--- src/rtl/pwls_channel_reg_writer.sv ---
// pwls_channel_reg_writer
//
// Byte-wide register writer for one PWLS synthesis channel. An 8-entry byte
// map is decoded into the channel parameter fields (octave, mantissa, detune,
// triangle offset, slope, amplitude, channel mode).
//
// Build option PWLS_REG_SHADOW_EN:
//   defined   - writes land in a shadow copy. A write carrying wr_commit_i
//               locks the writer. The next sample_strobe_i then copies the
//               whole shadow to the live outputs and unlocks the writer.
//               Parameters therefore only change on a sample boundary.
//   undefined - writes update the live registers directly. wr_ready_o is
//               tied to 1 and pending_o is tied to 0. No shadow exists.
//
// Handshake: a write is taken on a rising clk edge exactly when
// wr_valid_i && wr_ready_o. The requester keeps wr_valid_i and its
// address/data stable until that edge. wr_ready_o depends only on the
// registered state, never on wr_valid_i.
//
// All parameter outputs come straight from flops. There is no combinational
// path from the wr_* inputs to any parameter output.

module pwls_channel_reg_writer #(
  parameter int CHANNEL_MODE_BITS = 3
) (
  input  logic                         clk,
  input  logic                         rst_n,
  input  logic                         wr_valid_i,
  output logic                         wr_ready_o,
  input  logic [2:0]                   wr_addr_i,
  input  logic [7:0]                   wr_data_i,
  input  logic                         wr_commit_i,
  input  logic                         sample_strobe_i,
  output logic [2:0]                   octave_o,
  output logic [9:0]                   mantissa_o,
  output logic [2:0]                   detune_exp_o,
  output logic signed [11:0]           tri_offset_o,
  output logic [3:0]                   slope_exp_o,
  output logic [8:0]                   slope_offset_o,
  output logic [9:0]                   amp_o,
  output logic [CHANNEL_MODE_BITS-1:0] channel_mode_o,
  output logic                         pending_o
);

  typedef struct packed {
    logic [2:0]                   octave;
    logic [9:0]                   mantissa;
    logic [2:0]                   detune_exp;
    logic [11:0]                  tri_offset;
    logic [3:0]                   slope_exp;
    logic [8:0]                   slope_offset;
    logic [9:0]                   amp;
    logic [CHANNEL_MODE_BITS-1:0] channel_mode;
  } params_t;

  // Merge one byte into a parameter set. Only the bits mapped by the
  // addressed byte change. Unmapped data bits are dropped.
  function automatic params_t apply_write(input params_t cur,
                                          input logic [2:0] addr,
                                          input logic [7:0] data);
    params_t nxt;
    nxt = cur;
    case (addr)
      3'd0: nxt.mantissa[7:0] = data;
      3'd1: begin
        nxt.detune_exp    = data[7:5];
        nxt.octave        = data[4:2];
        nxt.mantissa[9:8] = data[1:0];
      end
      3'd2: nxt.tri_offset[7:0] = data;
      3'd3: begin
        nxt.slope_exp        = data[7:4];
        nxt.tri_offset[11:8] = data[3:0];
      end
      3'd4: nxt.slope_offset[7:0] = data;
      3'd5: begin
        nxt.channel_mode    = data[CHANNEL_MODE_BITS:1];
        nxt.slope_offset[8] = data[0];
      end
      3'd6: nxt.amp[7:0] = data;
      3'd7: nxt.amp[9:8] = data[1:0];
    endcase
    return nxt;
  endfunction

  params_t live_q, live_d;
  logic    wr_accept;

`ifdef PWLS_REG_SHADOW_EN

  // OPEN: writes go to the shadow. LOCKED: a commit is waiting for the next
  // sample strobe, and new writes are held off. pending_o shows the state.
  typedef enum logic {
    ST_OPEN   = 1'b0,
    ST_LOCKED = 1'b1
  } state_t;

  state_t  state_q, state_d;
  params_t shadow_q, shadow_d;

  // Next-state logic, the shadow merge, and the strobe-timed copy to live.
  always_comb begin
    state_d    = state_q;
    shadow_d   = shadow_q;
    live_d     = live_q;
    wr_ready_o = (state_q == ST_OPEN);
    pending_o  = (state_q == ST_LOCKED);
    wr_accept  = wr_valid_i && wr_ready_o;
    case (state_q)
      ST_OPEN: begin
        // A strobe seen while OPEN does nothing. A commit in the same cycle
        // therefore waits for the following strobe.
        if (wr_accept) begin
          shadow_d = apply_write(shadow_q, wr_addr_i, wr_data_i);
          if (wr_commit_i) begin
            state_d = ST_LOCKED;
          end
        end
      end
      ST_LOCKED: begin
        if (sample_strobe_i) begin
          live_d  = shadow_q;
          state_d = ST_OPEN;
        end
      end
      default: state_d = ST_OPEN;
    endcase
  end

  // State, shadow and live registers. Reset clears all of them, which also
  // drops any uncommitted shadow contents.
  always_ff @(posedge clk or negedge rst_n) begin
    if (!rst_n) begin
      state_q  <= ST_OPEN;
      shadow_q <= '0;
      live_q   <= '0;
    end else begin
      state_q  <= state_d;
      shadow_q <= shadow_d;
      live_q   <= live_d;
    end
  end

`else

  logic unused_ctrl;

  assign wr_ready_o  = 1'b1;
  assign pending_o   = 1'b0;
  assign wr_accept   = wr_valid_i;
  assign unused_ctrl = wr_commit_i ^ sample_strobe_i;

  // Direct mode: each accepted write is merged into the live set at once.
  always_comb begin
    live_d = live_q;
    if (wr_accept) begin
      live_d = apply_write(live_q, wr_addr_i, wr_data_i);
    end
  end

  // Live parameter registers.
  always_ff @(posedge clk or negedge rst_n) begin
    if (!rst_n) begin
      live_q <= '0;
    end else begin
      live_q <= live_d;
    end
  end

`endif

  assign octave_o       = live_q.octave;
  assign mantissa_o     = live_q.mantissa;
  assign detune_exp_o   = live_q.detune_exp;
  assign tri_offset_o   = live_q.tri_offset;
  assign slope_exp_o    = live_q.slope_exp;
  assign slope_offset_o = live_q.slope_offset;
  assign amp_o          = live_q.amp;
  assign channel_mode_o = live_q.channel_mode;

endmodule
--- config.mk ---
export PLATFORM = sky130hd
export DESIGN_NAME = pwls_channel_reg_writer
export DESIGN_NICKNAME = d
export VERILOG_FILES = /design/src/rtl/pwls_channel_reg_writer.sv
export SDC_FILE = /design/constraint.sdc
export NUM_CORES = 1
export LEC_CHECK = 0
export CORE_ASPECT_RATIO = 1.1
export CORE_MARGIN = 1.5
export CORE_UTILIZATION = 40
export CTS_CLUSTER_DIAMETER = 100
export CTS_CLUSTER_SIZE = 28
export DETAILED_ROUTE_END_ITERATION = 8
export PLACE_DENSITY = 0.75
export SYNTH_ARGS = -nofsm -noshare
export SYNTH_HDL_FRONTEND = slang
export SYNTH_SLANG_ARGS = --single-unit
--- constraint.sdc ---
create_clock -name clk -period 0.8 [get_ports clk]
set_clock_uncertainty 0.1 [all_clocks]
set_input_delay 0.16 -clock clk [delete_from_list [all_inputs] [get_ports clk]]
set_output_delay 0.16 -clock clk [all_outputs]
set_load 0.02 [all_outputs]
==> flow_summary.json <==
{
  "finalCriticalPeriod_ns": 1.14,
  "floorplan.initialDensity": 0.421,
  "grt_pass1_wl_um": 9300,
  "outcome": "finished with violations",
  "dieWidth_um": 72.6,
  "dpl.cell_count": 274,
  "detail_route.wl_per_cell_um": 19.7,
  "ir_drop_uv": 1580,
  "synth_cell_types": 11,
  "drv_cap": 0,
  "synth_edf_count": 0,
  "layout_setup_ws_ns": -0.342,
  "netlist_instances": 127,
  "grt_pass1_vias": 1687,
  "cts-htree-levels": 2,
  "synth_top_area_cell": "dfrtp_1",
  "final_cells": 306,
  "vias": 1531,
  "dp_slack_ns": -1.08,
  "io_buffers": 67,
  "fmax_mhz": 876,
  "area_delta_synth_final_pct": 78.2,
  "cts_tree": "built",
  "fill_cells": 277,
  "die_area_um2": 5780,
  "critPathLaunchType": "flip-flop",
  "endpoint_kind": "flip-flop",
  "grt_max_degree": 32,
  "cts_buffers": 5,
  "multi_input_area_um2": 935,
  "synthTopCellsByCount": "dfrtp_1 (54), mux2_2 (54), buf_2 (5)",
  "clk_pin_slew_ns": 0.10,
  "syn_area_per_cell_um2": 16.8,
  "cts-root-buf": "clkbuf_8",
  "cts_buffer_depth": 2,
  "drt.antenna.violating_nets": 0,
  "yosys.area.top_type_share": 0.634,
  "hp-class": "in2reg",
  "powerDensity_nw_per_um2": 2510,
  "cpMaxStageDelayCell": "dfrtp_1",
  "arrival_ns": 1.24,
  "cp.required_ns": 0.90,
  "drc_errors": 0,
  "ys_warn_count": 0,
  "clock_sink_count": 54,
  "viasPerCell": 5.00,
  "synth_fp_nets": 143,
  "critPathKind": "reg2reg",
  "ys_seq_area_frac": 0.634,
  "final_cell_area_um2": 3800,
  "synth_area_um2": 2130,
  "clock_latency_ns": 0.30,
  "cp_common_cell": "buf_4",
  "p_leak_nw": 1.91,
  "gp_congestion": 0.808,
  "async_flop_share": 1.00,
  "grt_antenna_before_repair": 0,
  "violations": "setup timing",
  "worstPathCellList": "buf_4 > buf_4 > mux2_4",
  "ys_seq_elements": 54,
  "routed_wirelength_um": 6020,
  "period_share": 1.43,
  "pin_count": 72,
  "crit_fanout": 2,
  "drt_iter0_markers": 96,
  "slew_violations": 0,
  "layout-drive-gt1-share": 0.730,
  "globalRouteTotalUtil": 0.216,
  "n_antenna_cell": 0,
  "hpwl_um": 3790,
  "seqCellArea_um2": 1350,
  "dpl_cell_area_um2": 3180,
  "coreArea_um2": 5070,
  "rsz0062_at_grt": "true",
  "grt_overflow": 0,
  "slowest_delay_ns": 0.42,
  "finalHoldViolations": 0,
  "core.rowCount": 27,
  "dr.pass1.iters": 4,
  "nNetsFinal": 263,
  "die_h_um": 79.6,
  "synth_area_leaders": "dfrtp_1 (63%), mux2_2 (29%), and4bb_2 (1.8%)",
  "setup_viol": 108,
  "whs_ns": 0.184,
  "ys.flop_type": "dfrtp_1"
}
## area by class of cell
cell class                 instances  area share
timing repair buffer             122       0.356
sequential                        54       0.356
multi-input combinational         64       0.246
clock buffer                       6      0.0191
tap                               58      0.0191
clock inverter                     2     0.00362
## state kept, by name, summed over array words and instances, names as in the netlist
| name | flops |
|---|---|
| channel_mode_o | 3 |
| tri_offset_o | 12 |
| detune_exp_o | 3 |
| amp_o | 10 |
| slope_offset_o | 9 |
| slope_exp_o | 4 |
| mantissa_o | 10 |
| octave_o | 3 |
## metrics by stage
step	utilization	total power [mW]	TNS, ns
final	0.750	9.55	-26.47
after global routing	0.750	9.98	-28.87
after CTS	0.720	9.31	-25.49
after detailed placement	0.628	7.09	-75.42
after global placement	0.628	6.98	-72.31
after floorplan	-	5.24	-20.64
## report_power, final
group | total [mW] | switching, mW | leakage (nW) | internal (mW)
sequential | 3.87 | 0.539 | 0.647 | 3.33
clock | 1.50 | 0.879 | 0.0452 | 0.620
combinational | 4.18 | 1.56 | 1.22 | 2.62
## path summary, 6_finish.rpt
check | depth (start not counted) | endpoint | slack, ns | startpoint
max | 3 | detune_exp_o[2] | -0.34 | detune_exp_o[2]
min reg2reg | 1 | tri_offset_o[3] | 0.44 | tri_offset_o[3]
max in group asynchronous | 3 | mantissa_o[4] | 0.14 | rst_n
max reg2reg | 3 | detune_exp_o[2] | -0.34 | detune_exp_o[2]
min | 2 | mantissa_o[4] | 0.18 | wr_data_i[4]
min in group asynchronous | 3 | amp_o[9] | 0.28 | rst_n
## layout by cell type (no fill, tap or decap)
cell type / n
buf_12: 6
buf_8: 1
buf_2: 1
nand4b_1: 1
nand4_1: 1
dlymetal6s2s_1: 1
mux2_2: 2
mux2_4: 52
clkbuf_1: 1
dfrtp_2: 1
buf_4: 14
dlygate4sd2_1: 7
clkinv_2: 1
conb_1: 2
clkbuf_8: 5
dlygate4sd3_1: 1
nor4b_4: 1
nand4b_4: 2
and4bb_2: 3
buf_6: 91
dfrtp_1: 53
clkinv_4: 1
## repair_timing
item,4_1_cts,5_1_grt
hold buffers,1,0
gates resized for setup,403,28
endpoints found under the hold margin,54,0
buffers inserted,20,9
pin swaps,3,2
setup endpoints to repair,108,108
## cells by family (layout without fill, tap and decap cells)
group | after synthesis | after routing | synth area share
multiplexers | 54 | 54 | 0.285
flip-flops | 54 | 54 | 0.634
buffers and inverters | 9 | 130 | 0.0276
AND/OR/NAND/NOR | 8 | 8 | 0.0499
other | 2 | 2 | 0.00352
## per-layer routing
metal,GRT usage,wire length (µm)
met1,0.265,2580
met2,0.385,3160
met3,0.0278,157
met4,0.0811,123
met5,0,0
## critical path, delay by kind of cell, from the launching register on
| family | cells | cell delay [ns] |
|---|---|---|
| multiplexers | 1 | 0.26 |
| flip-flops | 1 | 0.42 |
| buffers and inverters | 2 | 0.27 |
Power figures use the tool's default switching activity.
==> variant 1, RTL diff (config.mk and constraints unchanged) <==
`CHANNEL_MODE_BITS`: 3 -> 4.
--- a/src/rtl/pwls_channel_reg_writer.sv
+++ b/src/rtl/pwls_channel_reg_writer.sv
@@ -23,3 +23,3 @@
 module pwls_channel_reg_writer #(
-  parameter int CHANNEL_MODE_BITS = 3
+  parameter int CHANNEL_MODE_BITS = 4
 ) (
Ports: changed (resized channel_mode_o); port bits go from 72 to 73. The function was not compared with the original's and may differ.
==> variant 1 against the original RTL <==
The flow still finishes with violations (setup timing). Critical path type is now register to output pin. Worst setup slack got worse by 6.7 ps. Maximum frequency fell by 0.59%. Highest routed layer unchanged. Routed wire length fell by 4.0%. Sequential cell count rose by 1. Register-to-register slack improved by 30 ps. Hold slack improved by 52 ps. Die area rose by 1.6%. Final area rose by 2.3%. Power rose by 7.7%. Synthesized area rose by 1.7%.
==> variant 1: results <==
{
  "finalSetupViolCount": 110,
  "grt_start_max_net_pins": 56,
  "cts_buffer_depth": 2,
  "cts.clk_slew.worst_paths_ps": 100,
  "fin_nets": 269,
  "pre_cts_ws_ps": -1110,
  "async_flop_share_pct": 100,
  "hpwl_microns": 3790,
  "num_antenna_cells": 0,
  "timing.rr.start": "octave_o[0]$_DFFE_PN0P_",
  "grt_pass1_wl_microns": 8890,
  "crit_family": "flip-flops",
  "place.gp.congestion": 0.735,
  "critPathLaunch": "mantissa_o[0]$_DFFE_PN0P_",
  "drive_gt1_share_pct": 73.6,
  "synth_area_leaders": "dfrtp_1, mux2_2, and4bb_2",
  "routedWlPerCell_microns": 17.7,
  "min_path_type": "input pin to register",
  "track_usage_pct": 20.3,
  "path_max_fanout": 2,
  "avgViaCountPerCell": 4.73,
  "status": "finished, violations left",
  "finalWorstSetupSlack_ps": -349,
  "htreeDepth": 2,
  "insertion_delay_ps": 300,
  "grt_pass1_vias": 1647,
  "leakagePower_nw": 1.95,
  "drt_iter0_drc": 51,
  "yosys_warnings": 0,
  "violations": "setup timing",
  "netlist_top_cells_count": "dfrtp_1, mux2_2, buf_2",
  "max_stage_delay_ps": 430,
  "slowest_stage": "dfrtp_1",
  "cts_made_buffers": 5,
  "internal-power_mw": 7.28,
  "synthesis.nets": 145,
  "hold_start": "wr_addr_i[1]",
  "io_buffer_count": 68,
  "seq_area_frac_synth_pct": 63.5,
  "ir_drop_mv": 1.79,
  "worstPathArrival_ps": 890
}
-- variant 1: cell types whose count changed after synthesis --
cell / before / now
mux2_2: 54 / 55
dfrtp_1: 54 / 55
-- variant 1: layout make-up --
type | instances | area [sq um]
clock buffer | 5 | 68.8
clock inverter | 3 | 67.6
timing repair buffer | 126 | 1330
tap | 72 | 90.1
multi-input combinational | 65 | 957
sequential | 55 | 1380
fill | 286 | 1210
-- variant 1: per-stage QoR --
step                utilization (%)  instances  area, sq um  setup TNS, ps  power (mW)
CTS                            72.9        314         3720         -25950        10.0
finish                         76.2        326         3890         -27090        10.3
global placement               63.3        287         3230         -74920        7.07
detailed placement             63.3        287         3230         -77730        7.17
floorplan                         -        129         2310         -21090        5.33
global route                   76.2        326         3890         -29990        10.7
-- variant 1: repair_timing --
| action | 4_1_cts | 5_1_grt |
|---|---|---|
| cloned | 0 | 0 |
| hold endpoints to repair | 55 | 0 |
| hold buffers | 1 | 0 |
| gates resized for setup | 400 | 23 |
| setup endpoints to repair | 110 | 110 |
| setup buffers | 19 | 16 |
| pin swaps | 6 | 2 |
-- variant 1: kinds of logic after synthesis --
| family | share of synthesized area, % |
|---|---|
| mux | 28.6 |
| flops | 63.5 |
| buf+inv | 2.71 |
| simple gates | 4.91 |
| other cells | 0.346 |
-- variant 1: final timing paths --
path                                                  to  slack (ps)  cells after the start
setup / recovery                           mantissa_o[0]        -350                      1
hold / removal                      amp_o[9]$_DFFE_PN0P_         240                      3
setup reg to reg                 octave_o[0]$_DFFE_PN0P_        -310                      3
hold reg to reg            channel_mode_o[3]$_DFFE_PN0P_         450                      1
max in group asynchronous  slope_offset_o[7]$_DFFE_PN0P_          70                      3
min in group asynchronous  slope_offset_o[3]$_DFFE_PN0P_         260                      3
-- variant 1: per-layer routing --
| layer | up-vias | global-route usage [%] | part of all wire, % |
|---|---|---|---|
| met3 | 6 | 2.89 | 2.3 |
| met1 | 800 | 25.8 | 42 |
| met2 | 40 | 35.3 | 54 |
| li1 | 696 | - | - |
| met5 | - | 0 | 0 |
| met4 | 0 | 6.23 | 1.3 |
-- variant 1: power by group through the flow --
| stage | combinational (mW) | sequential, mW | clock [mW] |
|---|---|---|---|
| floorplan | 0.815 | 4.52 | 0 |
| global placement | 3.29 | 3.79 | 0 |
| detailed placement | 3.36 | 3.81 | 0 |
| CTS | 3.94 | 3.90 | 2.18 |
| global route | 4.42 | 3.98 | 2.33 |
| finish | 4.22 | 3.92 | 2.15 |
==> variant 2, RTL diff (same settings) <==
Without the edit above. Build with the macro `PWLS_REG_SHADOW_EN` defined.
--- a/src/rtl/pwls_channel_reg_writer.sv
+++ b/src/rtl/pwls_channel_reg_writer.sv
@@ -21,2 +21,4 @@
 // path from the wr_* inputs to any parameter output.
+
+`define PWLS_REG_SHADOW_EN
 
Check against the original RTL: not equivalent (Yosys sat finds a counterexample within 4 cycles, from zero or initial values and one cycle with rst_n low).
==> variant 2 against the original RTL <==
The run still ends with setup timing left. Critical path type unchanged. Non-clock buffer count is 19 higher. Worst setup slack worse by 520 ps. Power is 130% higher. Highest routed layer unchanged. Critical endpoint is now shadow_q[5]$_DFFE_PN0P_. Maximum frequency is 31% lower. Final area is 66% higher. Synthesized area is 95% higher. Sequential cell count is 55 higher. Routed wire length is 62% higher. Largest cell class is now registers.
==> variant 2: results <==
{
  "io_buffer_count": 71,
  "top_register": "shadow_q",
  "hold_viol": 0,
  "routedWlPerCell_microns": 19.2,
  "status": "finished, violations left",
  "slowest_stage": "dfrtp_2",
  "antenna_found_initial": 0,
  "cts.clk_slew.worst_paths_ps": 110,
  "worstPathArrival_ps": 1820,
  "leakagePower_nw": 3.14,
  "grt_start_max_net_pins": 49,
  "min_path_type": "input pin to async pin",
  "fin_nets": 401,
  "num_antenna_cells": 0,
  "netlist_top_cells_count": "dfrtp_1, mux2_2, buf_2, mux2_4, nand2_1",
  "crit_family": "flip-flops",
  "cts_made_buffers": 9,
  "path_max_fanout": 4,
  "dr_total_vias": 2578,
  "cts_buffer_depth": 2,
  "ys_types": 16,
  "dr.pass1.iters": 4,
  "drive_gt1_share_pct": 67.1,
  "cts_root_buf": "clkbuf_8",
  "postPlaceCellArea_sq_um": 5230,
  "slew_headroom_pct": 76.4,
  "insertion_delay_ps": 360,
  "rr_worst_depth": 5,
  "finalWorstSetupSlack_ps": -858,
  "place.gp.congestion": 0.711,
  "synthAdderAreaFrac_pct": 0,
  "pre_cts_ws_ps": -1190,
  "track_usage_pct": 17.6,
  "ir_drop_mv": 1.95,
  "synthesis.nets": 258,
  "max_stage_delay_ps": 440,
  "hpwl_microns": 5560,
  "synth.area.mux_share_pct": 30.0,
  "drt_iter0_drc": 62,
  "synth_compound_area_share_pct": 0.120,
  "yosys_warnings": 0,
  "htreeDepth": 3,
  "grt_pass1_wl_microns": 14400,
  "largest_reg_flops": 54,
  "synth_area_leaders": "dfrtp_1, mux2_2, mux2_4",
  "violations": "setup timing",
  "seq_area_frac_synth_pct": 65.6,
  "finalSetupViolCount": 165,
  "synthXorXnorAreaFrac_pct": 0,
  "async_flop_share_pct": 100
}
variant 2: cell count changes in the layout (fill, tap and decap cells not counted), moves of 3 or more:
cell	before	now
mux2_4	52	74
nor3b_4	0	3
dfrtp_1	53	108
buf_12	6	11
nand3b_4	0	3
dlygate4sd2_1	7	0
clkinvlp_4	0	3
buf_4	14	48
and4bb_2	3	0
mux2_2	2	34
clkdlybuf4s50_1	0	14
buf_6	91	63
clkbuf_8	5	9
variant 2: through the flow:
stage	TNS (ps)	std cells
after CTS	-102420	482
after global placement	-119590	448
after detailed placement	-121270	448
final	-102730	509
after floorplan	-76210	242
after global routing	-108540	509
variant 2: final cells by class:
cell class | count | area [sq um]
Fill cell | 745 | 3680
Sequential cell | 109 | 2730
Multi-Input combinational cell | 123 | 1700
Timing Repair Buffer | 141 | 1540
Tap cell | 120 | 150
Clock buffer | 10 | 128
Clock inverter | 5 | 61.3
Inverter | 1 | 6.26
variant 2: cell families after synthesis:
logic type             after synthesis
multiplexers                       108
AND/OR/NAND/NOR                     14
AO/OA/AOI/OAI                        1
buffers and inverters               10
flip-flops                         109
variant 2: worst register-to-register path, cell delays in order (launching register included):
cell	delay [ps]
dfrtp_2	440
nand3b_4	180
buf_6	130
nor3b_4	240
buf_6	170
mux2_4	310
variant 2: power breakdown:
part | internal (mW) | total (mW) | switching, mW
sequential | 7.55 | 9.07 | 1.51
combinational | 6.01 | 9.45 | 3.45
clock | 1.45 | 3.30 | 1.86
variant 2: path summary, 6_finish.rpt:
path	slack (ps)	endpoint	start
max in group asynchronous	70	pending_o$_DFF_PN0_	rst_n
min reg2reg	410	mantissa_o[5]$_DFFE_PN0P_	shadow_q[46]$_DFFE_PN0P_
min	60	tri_offset_o[7]$_DFFE_PN0P_	rst_n
min in group clk	270	pending_o$_DFF_PN0_	wr_commit_i
max	-860	shadow_q[5]$_DFFE_PN0P_	pending_o$_DFF_PN0_
max reg2reg	-860	shadow_q[5]$_DFFE_PN0P_	pending_o$_DFF_PN0_
variant 2: what timing repair did:
| action | CTS | global route |
|---|---|---|
| endpoints found under the setup margin | 165 | 166 |
| pin swaps | 2 | 6 |
| gates resized for setup | 357 | 73 |
| endpoints found under the hold margin | 109 | 0 |
| hold buffers | 1 | 0 |
| gates cloned | 6 | 1 |
| setup buffers | 12 | 32 |
variant 2: per-layer routing:
layer	GRT usage (%)	wire length [microns]	part of all wire, %	vias up
li1	-	-	-	1141
met2	27.6	4690	48	58
met3	3.37	372	3.8	8
met5	0	0	0	-
met4	6.04	83	0.85	0
met1	24.8	4610	47	1371
